[config.mk]
export PLATFORM = sky130hd
export DESIGN_NAME = otter_writeback_stage
export DESIGN_NICKNAME = d
export VERILOG_FILES = /design/src/rtl/otter_writeback_stage.sv
export SDC_FILE = /design/constraint.sdc
export NUM_CORES = 1
export LEC_CHECK = 0
export ABC_AREA = 1
export BUFFER_PORTS_ARGS = -buffer_cell sky130_fd_sc_hd__buf_4
export CELL_PAD_IN_SITES_DETAIL_PLACEMENT = 1
export CELL_PAD_IN_SITES_GLOBAL_PLACEMENT = 2
export CORE_UTILIZATION = 25
export CTS_CLUSTER_SIZE = 20
export DETAILED_ROUTE_END_ITERATION = 10
export PLACE_DENSITY = 0.88
export RECOVER_POWER = 50
export SETUP_SLACK_MARGIN = 0.15
export SYNTH_ARGS = -nofsm -noshare
export SYNTH_HDL_FRONTEND = slang
export SYNTH_SLANG_ARGS = --single-unit
[constraint.sdc]
create_clock -name clock -period 2.45 [get_ports clock]
set_input_delay 0.49 -clock clock [delete_from_list [all_inputs] [get_ports clock]]
set_output_delay 0.49 -clock clock [all_outputs]
set_load 0.01 [all_outputs]
[src/rtl/otter_writeback_stage.sv]
// OTTER writeback stage: selects the result source, waits on the data cache for loads,
// formats the returned word, and drives a registered single-cycle register-file write.
module otter_writeback_stage #(
    parameter int XLEN         = 32,
    parameter int LOAD_TIMEOUT = 255
) (
    input  logic            clock,
    input  logic            reset_n,
    input  logic            in_valid,
    output logic            in_ready,
    input  logic [4:0]      in_rd,
    input  logic [1:0]      in_wb_sel,
    input  logic [XLEN-1:0] in_alu,
    input  logic [XLEN-1:0] in_pc4,
    input  logic [XLEN-1:0] in_csr,
    input  logic [2:0]      in_funct3,
    input  logic [1:0]      in_addr_lo,
    input  logic            mem_rvalid,
    input  logic [XLEN-1:0] mem_rdata,
    output logic            rf_we,
    output logic [4:0]      rf_waddr,
    output logic [XLEN-1:0] rf_wdata,
    output logic            busy,
    output logic            ld_err
);
    typedef enum logic [1:0] {IDLE, LOAD_WAIT, WRITE} state_t;

    // Timeout fires on the wait cycle whose increment would bring the counter to LOAD_TIMEOUT.
    localparam logic [7:0] TMO_LAST = 8'(LOAD_TIMEOUT - 1);

    state_t          state;
    logic [4:0]      ld_rd;
    logic [2:0]      ld_f3;
    logic [1:0]      ld_lo;
    logic [7:0]      cnt;
    logic            accept;
    logic [XLEN-1:0] src;
    logic [7:0]      lb;
    logic [15:0]     lh;
    logic [XLEN-1:0] ld_data;
    logic            ld_ok;

    assign in_ready = (state != LOAD_WAIT);
    assign busy     = (state != IDLE);
    assign accept   = in_valid && in_ready;

    always_comb begin
        case (in_wb_sel)
            2'd0:    src = in_alu;
            2'd1:    src = in_pc4;
            default: src = in_csr;
        endcase
    end

    always_comb begin
        lb      = mem_rdata[{ld_lo, 3'b000} +: 8];
        lh      = ld_lo[1] ? mem_rdata[31:16] : mem_rdata[15:0];
        ld_ok   = 1'b1;
        ld_data = '0;
        case (ld_f3)
            3'b000:  ld_data = {{(XLEN-8){lb[7]}}, lb};
            3'b001:  ld_data = {{(XLEN-16){lh[15]}}, lh};
            3'b010:  ld_data = mem_rdata;
            3'b100:  ld_data = {{(XLEN-8){1'b0}}, lb};
            3'b101:  ld_data = {{(XLEN-16){1'b0}}, lh};
            default: ld_ok   = 1'b0;
        endcase
    end

    always_ff @(posedge clock or negedge reset_n) begin
        if (!reset_n) begin
            state    <= IDLE;
            rf_we    <= 1'b0;
            rf_waddr <= '0;
            rf_wdata <= '0;
            ld_err   <= 1'b0;
            ld_rd    <= '0;
            ld_f3    <= '0;
            ld_lo    <= '0;
            cnt      <= '0;
        end else begin
            rf_we  <= 1'b0;
            ld_err <= 1'b0;
            case (state)
                LOAD_WAIT: begin
                    // A response in the timeout cycle still wins.
                    if (mem_rvalid) begin
                        state    <= WRITE;
                        rf_we    <= (ld_rd != 5'd0);
                        rf_waddr <= ld_rd;
                        rf_wdata <= ld_data;
                        ld_err   <= !ld_ok;
                    end else if (cnt == TMO_LAST) begin
                        state  <= IDLE;
                        ld_err <= 1'b1;
                    end else begin
                        cnt <= cnt + 8'd1;
                    end
                end
                default: begin
                    if (accept) begin
                        if (in_wb_sel == 2'd3) begin
                            state <= LOAD_WAIT;
                            ld_rd <= in_rd;
                            ld_f3 <= in_funct3;
                            ld_lo <= in_addr_lo;
                            cnt   <= '0;
                        end else begin
                            state    <= WRITE;
                            rf_we    <= (in_rd != 5'd0);
                            rf_waddr <= in_rd;
                            rf_wdata <= src;
                        end
                    end else begin
                        state <= IDLE;
                    end
                end
            endcase
        end
    end
endmodule

==> results.md, run 1 <==
- Outcome: finished with violations
- Failing checks: max-capacitance violations, max-slew violations
- Sink Count: 59
- Asr flop ratio synth: 100%
- Worst Hold Class: in2reg
- Placed Instance Area: 5710 um^2
- CTS clock-pin slew for the worst setup and hold paths: 0.06 ns
- Hold buffers post-CTS: 0
- Part of the cycle the worst path needs: 79.8%
- Power, Total: 3.89 mW
- PwrDens: 651 nW/um^2
- Worst endpoint required time: 2.71 ns
- Sequential share of power: 33.0%
- Area growth from synthesis to layout: 43.2%
- CTS tree: yes
- Avg Cell Area, Syn: 6.17 um^2
- Crit path max fanout: 32
- Sw Ratio: 33.0%
- Leak pwr: 3.09 nW
- Worst EP arrival: 2.21 ns
- Drt first-iter violations: 186
- Startpoint types: flip-flop
- Vias in the first global route: 5093
- Worst R2R Setup Slack: 0.50 ns
- Remaining DRCs: 0
- Final hold viol count: 0
- First-pass GRT wire length: 27100 um
- Combinational Power Share: 30.8%
- WHS Endpoint: ld_f3[2]
- Starting Density: 26.0%
- Port-buffer cells: 184
- Clk_skew: 0.0112 ns
- Chip Width: 131 um
- Initial antenna violation count: 0
- Register area: 1480 um^2
- Avg WL per Cell: 15.7 um
- Remaining global-route overflow: 0
- R2R cell count: 7
- Commonest cells after routing, fill and taps aside: 272 x nand2_1, 175 x buf_4, 84 x nor2_1
- Routed Antenna Nets: 0
- Synthesized flop and latch total: 59
- Post-DP HPWL: 12800 um
- Cts repair resizes: 0
- R2R Path Start: state[0]
- Core area: 16100 um^2
- Multi-input gate area: 2350 um^2
- Sequential-to-total area share from yosys stat: 35.4%
- Slew margin rel.: -6.47%
- HP Start: in_funct3[2]
- Initial DRT Pass Iterations: 4
- Inst Count DP: 1049
- # H-tree levels: 3
- Power share of the clock group: 36.2%
- P_int: 2.61 mW
- MaxCap Viol Count: 1
- Synth Flop Type: dfrtp_1
- I/O pin count: 185
- Worst R2R End: rf_wdata[26]
- Final setup violation count: 0
- Pins over their slew limit: 60
- Cell Count, Final, Fillers Out: 1065
- Vias: 4897
- Via density: 4.60
- Net Switching: 1.28 mW
- Die H: 131 um
- Slew @ Worst Pin: 1.60 ns
- Fillcell total: 2072
- Wirelength, routed: 16700 um
- Number of synthesized flops with an enable pin: 0
- Crit. End Element: flip-flop
- Synth warn: 0
- Die Area: 17200 um^2
- Critical path class: reg2reg
- Placer Congestion: 0.771
- Total track usage: 19.9%
- CTS max path bufs: 2
- Unique masters post-synth: 29
- Synthesized net count: 822
- Clk root buf: clkbuf_16
- Top cells by area, synth: dfrtp_1 35%, nand2_1 24%, a21oi_1 8.3%
- Yosys top cell area share: 35.4%
- Nets: 990
- ANT cells: 0
- CTS buffer count: 9
- FP Rows: 46
- Min-Delay Path Depth: 2
- Largest net degree at the start of global routing: 60
- Setup bufs post-CTS: 0
- Mapped Cells: 676
- RSZ-0062 raised after global routing: no
- Clock latency reported for the late side of the worst-skew pair: 0.34 ns
- Fmax: 0.512 GHz
- Largest area contributor in the netlist: dfrtp_1
- Commonest non-fill, non-tap cell in the layout: nand2_1
- Peak VDD IR: 0.234 mV
- Final worst path period need: 1.95 ns
- Setup_tns: 0 ns
- Mapped cell area: 4170 um^2
- Layout cells sized above 1: 25.1%
- Post-route cell area: 5970 um^2
==> area by class of cell <==
class	count	area share, %
clock inverters	4	1.22
well taps	216	4.53
clock buffers	12	4.29
inverters	43	2.70
flip-flops and latches	59	24.7
multi-input cells	538	39.4
repair buffers	193	23.2
==> sequential cells by signal, summed over array words and instances, names as in the netlist <==
| signal | count |
|---|---|
| ld_err | 1 |
| rf_waddr | 5 |
| ld_f3 | 3 |
| ld_lo | 2 |
| rf_we | 1 |
| cnt | 8 |
| rf_wdata | 32 |
| state | 2 |
| ld_rd | 5 |
==> how the worst max path moves through the flow <==
stage / from / cells after the start / endpoint / slack [ns]
after floorplan: in_wb_sel[1] / 8 / rf_wdata[7] / 1.03
after global placement: ld_lo[1] / 8 / rf_wdata[23] / 0.65
after detailed placement: ld_lo[1] / 8 / rf_wdata[23] / 0.57
after CTS: ld_lo[1] / 8 / rf_wdata[25] / 0.57
after global routing: state[1] / 8 / rf_waddr[3] / 0.24
final: state[0] / 7 / rf_wdata[26] / 0.50
==> synth_stat cells, types with 2 or more instances <==
cell type  number
nand2_1       271
nor2_1         84
a21oi_1        69
nand3_1        63
dfrtp_1        59
inv_1          37
buf_2          17
clkbuf_1       13
o21ai_0        13
buf_4           6
inv_2           6
a31oi_1         5
nand2_2         5
xor2_1          5
nor2_2          4
mux2_2          3
ha_1            2
nand4_1         2
nor3_1          2
==> cells by family after synthesis <==
family,Yosys count,synth area share (%)
xor gates and xnor gates,5,1.05
AOI/OAI and AO/OA,90,11.1
buffers and inverters,79,8.16
muxes,4,1.05
adders and majority gates,2,0.600
and+or+nand+nor,437,42.7
DFF,59,35.4
==> per-stage QoR <==
| stage | hold WS, ns | utilization, % | worst slack, ns |
|---|---|---|---|
| global placement | 0.493 | 35.6 | 0.653 |
| global route | 0.386 | 37.2 | 0.245 |
| detailed placement | 0.508 | 35.6 | 0.574 |
| floorplan | 0.194 | - | 1.03 |
| CTS | 0.273 | 37.6 | 0.565 |
| finish | 0.391 | 37.2 | 0.496 |
==> power by group through the flow <==
| stage | combinational, mW | sequential [mW] | clock [mW] |
|---|---|---|---|
| detailed placement | 1.25 | 1.30 | 0 |
| global placement | 1.23 | 1.30 | 0 |
| global route | 1.35 | 1.31 | 1.48 |
| floorplan | 0.618 | 1.32 | 0 |
| CTS | 1.26 | 1.29 | 1.44 |
| finish | 1.20 | 1.28 | 1.41 |
==> routing by layer <==
metal  GRT usage [%]  part of all wire (%)  vias to the layer above
li1                -                     -                     2477
met1            26.0                    47                     2274
met2            33.2                    46                      134
met3            4.32                   5.6                       12
met4            5.10                   1.0                        0
met5               0                     0                        -
==> worst max-delay path: stages, from the launching register on <==
cell     delay (ns)
dfrtp_1        0.37
nand2_1        0.31
inv_2          0.21
nand2_1        0.15
nand2_2        0.07
inv_2          0.46
a21oi_1        0.13
a21oi_1        0.17
Power figures use the tool's default switching activity.
==> inputs of run 2 (changes only) <==
--- a/config.mk
+++ b/config.mk
@@ -5,14 +5,14 @@
 export SDC_FILE = /design/constraint.sdc
 export NUM_CORES = 1
 export LEC_CHECK = 0
-export ABC_AREA = 1
+export ABC_AREA = 0
 export BUFFER_PORTS_ARGS = -buffer_cell sky130_fd_sc_hd__buf_4
 export CELL_PAD_IN_SITES_DETAIL_PLACEMENT = 1
 export CELL_PAD_IN_SITES_GLOBAL_PLACEMENT = 2
-export CORE_UTILIZATION = 25
+export CORE_UTILIZATION = 23
 export CTS_CLUSTER_SIZE = 20
 export DETAILED_ROUTE_END_ITERATION = 10
-export PLACE_DENSITY = 0.88
+export PLACE_DENSITY = 0.8
 export RECOVER_POWER = 50
 export SETUP_SLACK_MARGIN = 0.15
 export SYNTH_ARGS = -nofsm -noshare
==> constraint.sdc (replaced) <==
create_clock -name clock -period 1.6 [get_ports clock]
set_input_delay 0.32 -clock clock [delete_from_list [all_inputs] [get_ports clock]]
set_output_delay 0.32 -clock clock [all_outputs]
set_load 0.01 [all_outputs]
==> run 2 against run 1 <==
The flow finishes with violations (negative setup slack). Synthesized area shrank 7.6%. Worst setup slack worse by 0.50 ns. Clock skew is 0.0055 ns lower. Flip-flop and latch count did not move. Synthesized cell count is 33% lower. Die area up 0.47%. Sequential share of layout area shrank 3.2 points. Largest cell class unchanged. Cell count fell by 15%. Global-route usage rose by 0.81 points. Design area grew 15%. Highest routed layer unchanged. Non-clock buffer count is 57 higher. Clock-buffer cell count decreased by 1.
==> results.md, run 2 <==
- Slew @ Worst Pin: 0.498 ns (was 1.60 ns)
- ANT cells: 0 (unchanged)
- Placed Instance Area: 5680 um^2 (was 5710 um^2)
- Setup_tns: -0.0160 ns (was 0 ns)
- Largest net degree at the start of global routing: 66 (was 60)
- Startpoint types: flip-flop (unchanged)
- Synth Flop Type: dfrtp_1 (unchanged)
- Clk root buf: clkbuf_16 (unchanged)
- Largest area contributor in the netlist: dfrtp_1 (unchanged)
- Critical-path top delay cell: dfrtp_1 (was inv_2)
- Via density: 4.97 (was 4.60)
- Yosys top cell area share: 38.3% (was 35.4%)
- Clk_skew: 0.00565 ns (was 0.0112 ns)
- Avg WL per Cell: 19.8 um (was 15.7 um)
- Slew margin rel.: 66.8% (was -6.47%)
- Crit path max fanout: 4 (was 32)
- Die H: 131 um (about the same)
- Remaining global-route overflow: 0 (unchanged)
- Mapped cell area: 3860 um^2 (was 4170 um^2)
- Post-DP HPWL: 12900 um (was 12800 um)
- R2R Path Start: state[0] (unchanged)
- I/O pin count: 185 (unchanged)
- Worst EP arrival: 1.82 ns (was 2.21 ns)
- Clock latency reported for the late side of the worst-skew pair: 0.34 ns (about the same)
- Port-buffer cells: 184 (unchanged)
- Area growth from synthesis to layout: 78.7% (was 43.2%)
- Final setup violation count: 3 (was 0)
- Fmax: 0.622 GHz (was 0.512 GHz)
- # H-tree levels: 3 (unchanged)
- Total track usage: 20.8% (was 19.9%)
- Critical path buffers and inverters: 1 (was 2)
- Remaining DRCs: 0 (unchanged)
- FP Rows: 46 (unchanged)
- Failing checks: negative setup slack (was max-capacitance violations, max-slew violations)
- Post-synthesis mux area share: 11.5% (was 1.05%)
- Top-count cell post-synth: nand2_1 (unchanged)
- Drt first-iter violations: 221 (was 186)
- Number of flip-flops in the largest register: 32 (unchanged)
- Largest family of logic cells by synthesized area: compound AO/OA/AOI/OAI gates (was simple AND/OR/NAND/NOR gates)
- Crit. End Element: flip-flop (unchanged)
- Critical path class: reg2reg (unchanged)
- Sink Count: 59 (unchanged)
- Die Area: 17300 um^2 (was 17200 um^2)
- Wirelength, routed: 17900 um (was 16700 um)
- PwrDens: 1000 nW/um^2 (was 651 nW/um^2)
- CP Capture Point: cnt[7] (was rf_wdata[26])
- Largest Register: rf_wdata (unchanged)
- Post-Synth Adder-Cell Area: 0.649% (was 0.600%)
- CP cell instances: buf_4, or3b_4, nor4b_4, nand3_1, mux2i_1 (was nand2_1, inv_2, nand2_1, nand2_2, inv_2, a21oi_1, a21oi_1)
- Worst Setup SP: state[0] (unchanged)
- Synth warn: 0 (unchanged)
- CTS buffer count: 9 (unchanged)
- Worst endpoint required time: 1.82 ns (was 2.71 ns)
- Sequential-to-total area share from yosys stat: 38.3% (was 35.4%)
- RSZ-0062 raised after global routing: yes (was no)
- Compound-gate portion of the synthesized area: 23.2% (was 11.1%)
- Synth cell count leaders: 88 x nand2_1, 59 x dfrtp_1, 51 x nor2_1, 42 x mux2i_1, 40 x o21ai_0 (was 271 x nand2_1, 84 x nor2_1, 69 x a21oi_1, 63 x nand3_1, 59 x dfrtp_1)
- R2R cell count: 5 (was 7)
- Unique masters post-synth: 44 (was 29)
- Peak VDD IR: 0.574 mV (was 0.234 mV)
- Commonest non-fill, non-tap cell in the layout: buf_4 (was nand2_1)
- Outcome: finished with violations (unchanged)
- Post-synthesis simple-gate area fraction: 20.3% (was 42.7%)
- CTS clock-pin slew for the worst setup and hold paths: 0.06 ns (about the same)
- Delay-heaviest family, CP: simple AND/OR/NAND/NOR gates (was buffers and inverters)
- Initial DRT Pass Iterations: 4 (unchanged)
- Placer Congestion: 0.869 (was 0.771)
- Xor/xnor share of the synthesized area: 0.909% (was 1.05%)
- Fillcell total: 1874 (was 2072)
- Chip Width: 131 um (about the same)
- Largest regs: rf_wdata: 32 flops, cnt: 8 flops (unchanged)
- CTS tree: yes (unchanged)
- First-pass GRT wire length: 27800 um (was 27100 um)
- Cell count along the critical path: 5 (was 7)
- Vias: 4486 (was 4897)
- Worst R2R End: cnt[7] (was rf_wdata[26])
- Synthesized net count: 598 (was 822)
- Core area: 16100 um^2 (about the same)
- Final hold viol count: 0 (unchanged)
- Part of the cycle the worst path needs: 101% (was 79.8%)
- Number of synthesized flops with an enable pin: 0 (unchanged)
- Final worst path period need: 1.61 ns (was 1.95 ns)
- Post-route cell area: 6890 um^2 (was 5970 um^2)
- MaxCap Viol Count: 0 (was 1)
- Avg Cell Area, Syn: 8.53 um^2 (was 6.17 um^2)
- Worst Hold Class: in2reg (unchanged)
- Routed Antenna Nets: 0 (unchanged)
- Pins over their slew limit: 0 (was 60)
- Place WS: -0.101 ns (was 0.574 ns)
- Asr flop ratio synth: 100% (unchanged)
- Layout cells sized above 1: 55.7% (was 25.1%)
- Synthesized flop and latch total: 59 (unchanged)
- CTS max path bufs: 2 (unchanged)
- Leak pwr: 3.12 nW (was 3.09 nW)
- Worst R2R Setup Slack: -0.009 ns (was 0.50 ns)
- Top cells by area, synth: dfrtp_1 38%, mux2i_1 11%, nand2_1 8.6% (was dfrtp_1 35%, nand2_1 24%, a21oi_1 8.3%)
- Nets: 827 (was 990)
- Crit path largest cell delay: 0.40 ns (was 0.46 ns)
- Commonest cells after routing, fill and taps aside: 221 x buf_4, 67 x nand2_1, 54 x dfrtp_1 (was 272 x nand2_1, 175 x buf_4, 84 x nor2_1)
- Vias in the first global route: 4996 (was 5093)
- Initial antenna violation count: 0 (unchanged)
- Mapped Cells: 452 (was 676)
- Setup ws final: -0.00862 ns (was 0.496 ns)
- Starting Density: 23.9% (was 26.0%)
-- run 2: power breakdown --
| part | switching [mW] | internal [mW] |
|---|---|---|
| logic | 1.32 | 1.43 |
| clock network | 0.716 | 1.44 |
| registers | 0.230 | 1.76 |
-- run 2: worst min-delay path, cell delays in order --
cell and delay, ns:
buf_4 0.08, nand2_1 0.05, nand2_2 0.06
-- run 2: routing by layer --
| metal | track usage (%) | vias up | share of wire [%] | routed length (um) |
|---|---|---|---|---|
| li1 | - | 2097 | - | - |
| met1 | 24.5 | 2216 | 41 | 7370 |
| met2 | 37.2 | 153 | 52 | 9220 |
| met3 | 5.02 | 20 | 5.6 | 1010 |
| met4 | 5.36 | 0 | 1.5 | 267 |
| met5 | 0 | - | 0 | 0 |
-- run 2: area by class of cell --
| cell class | count | area [um^2] | area share, % |
|---|---|---|---|
| clock inverter | 5 | 75.1 | 1.09 |
| sequential | 59 | 1480 | 21.5 |
| clock buffer | 11 | 253 | 3.67 |
| tap | 216 | 270 | 3.92 |
| timing repair buffer | 250 | 2040 | 29.7 |
| inverter | 3 | 26.3 | 0.381 |
| multi-input combinational | 357 | 2730 | 39.6 |
| timing repair inverter | 1 | 11.3 | 0.163 |
-- run 2: how the worst min path moves through the flow --
stage,from,end,slack [ns],cells after the start
after global placement,reset_n,rf_waddr[2],0.22,1
after CTS,in_funct3[0],ld_f3[0],0.19,3
after detailed placement,reset_n,rf_waddr[4],0.22,1
after global routing,in_funct3[0],ld_f3[0],0.21,3
final,in_funct3[0],ld_f3[0],0.20,3
after floorplan,reset_n,cnt[0],0.02,0
-- run 2: what timing repair did --
action                                  in CTS  in global routing
endpoints found under the setup margin      60                 60
hold buffers                                 1                  0
pin swaps                                   43                 25
cloned                                       3                  0
hold endpoints to repair                    17                  0
setup buffers                               23                  6
resized for setup                          104                 48
-- run 2: kinds of logic (layout without fill, tap and decap cells) --
group                    count (synthesis)  after routing
AO/OA/AOI/OAI                          136            136
XOR/XNOR                                 4              4
adder cells (fa/ha/maj)                  2              2
flip-flops                              59             59
buffers and inverters                   36            270
AND/OR/NAND/NOR                        172            172
multiplexers                            43             43
-- run 2: metrics by stage --
stage | cells | power (mW) | hold slack, ns | util, %
after detailed placement | 854 | 4.08 | 0.223 | 35.3
after global routing | 902 | 7.20 | 0.209 | 42.8
after CTS | 897 | 6.78 | 0.185 | 41.8
after global placement | 854 | 4.02 | 0.219 | 35.3
after floorplan | 452 | 2.97 | 0.0244 | -
final | 902 | 6.89 | 0.197 | 42.8
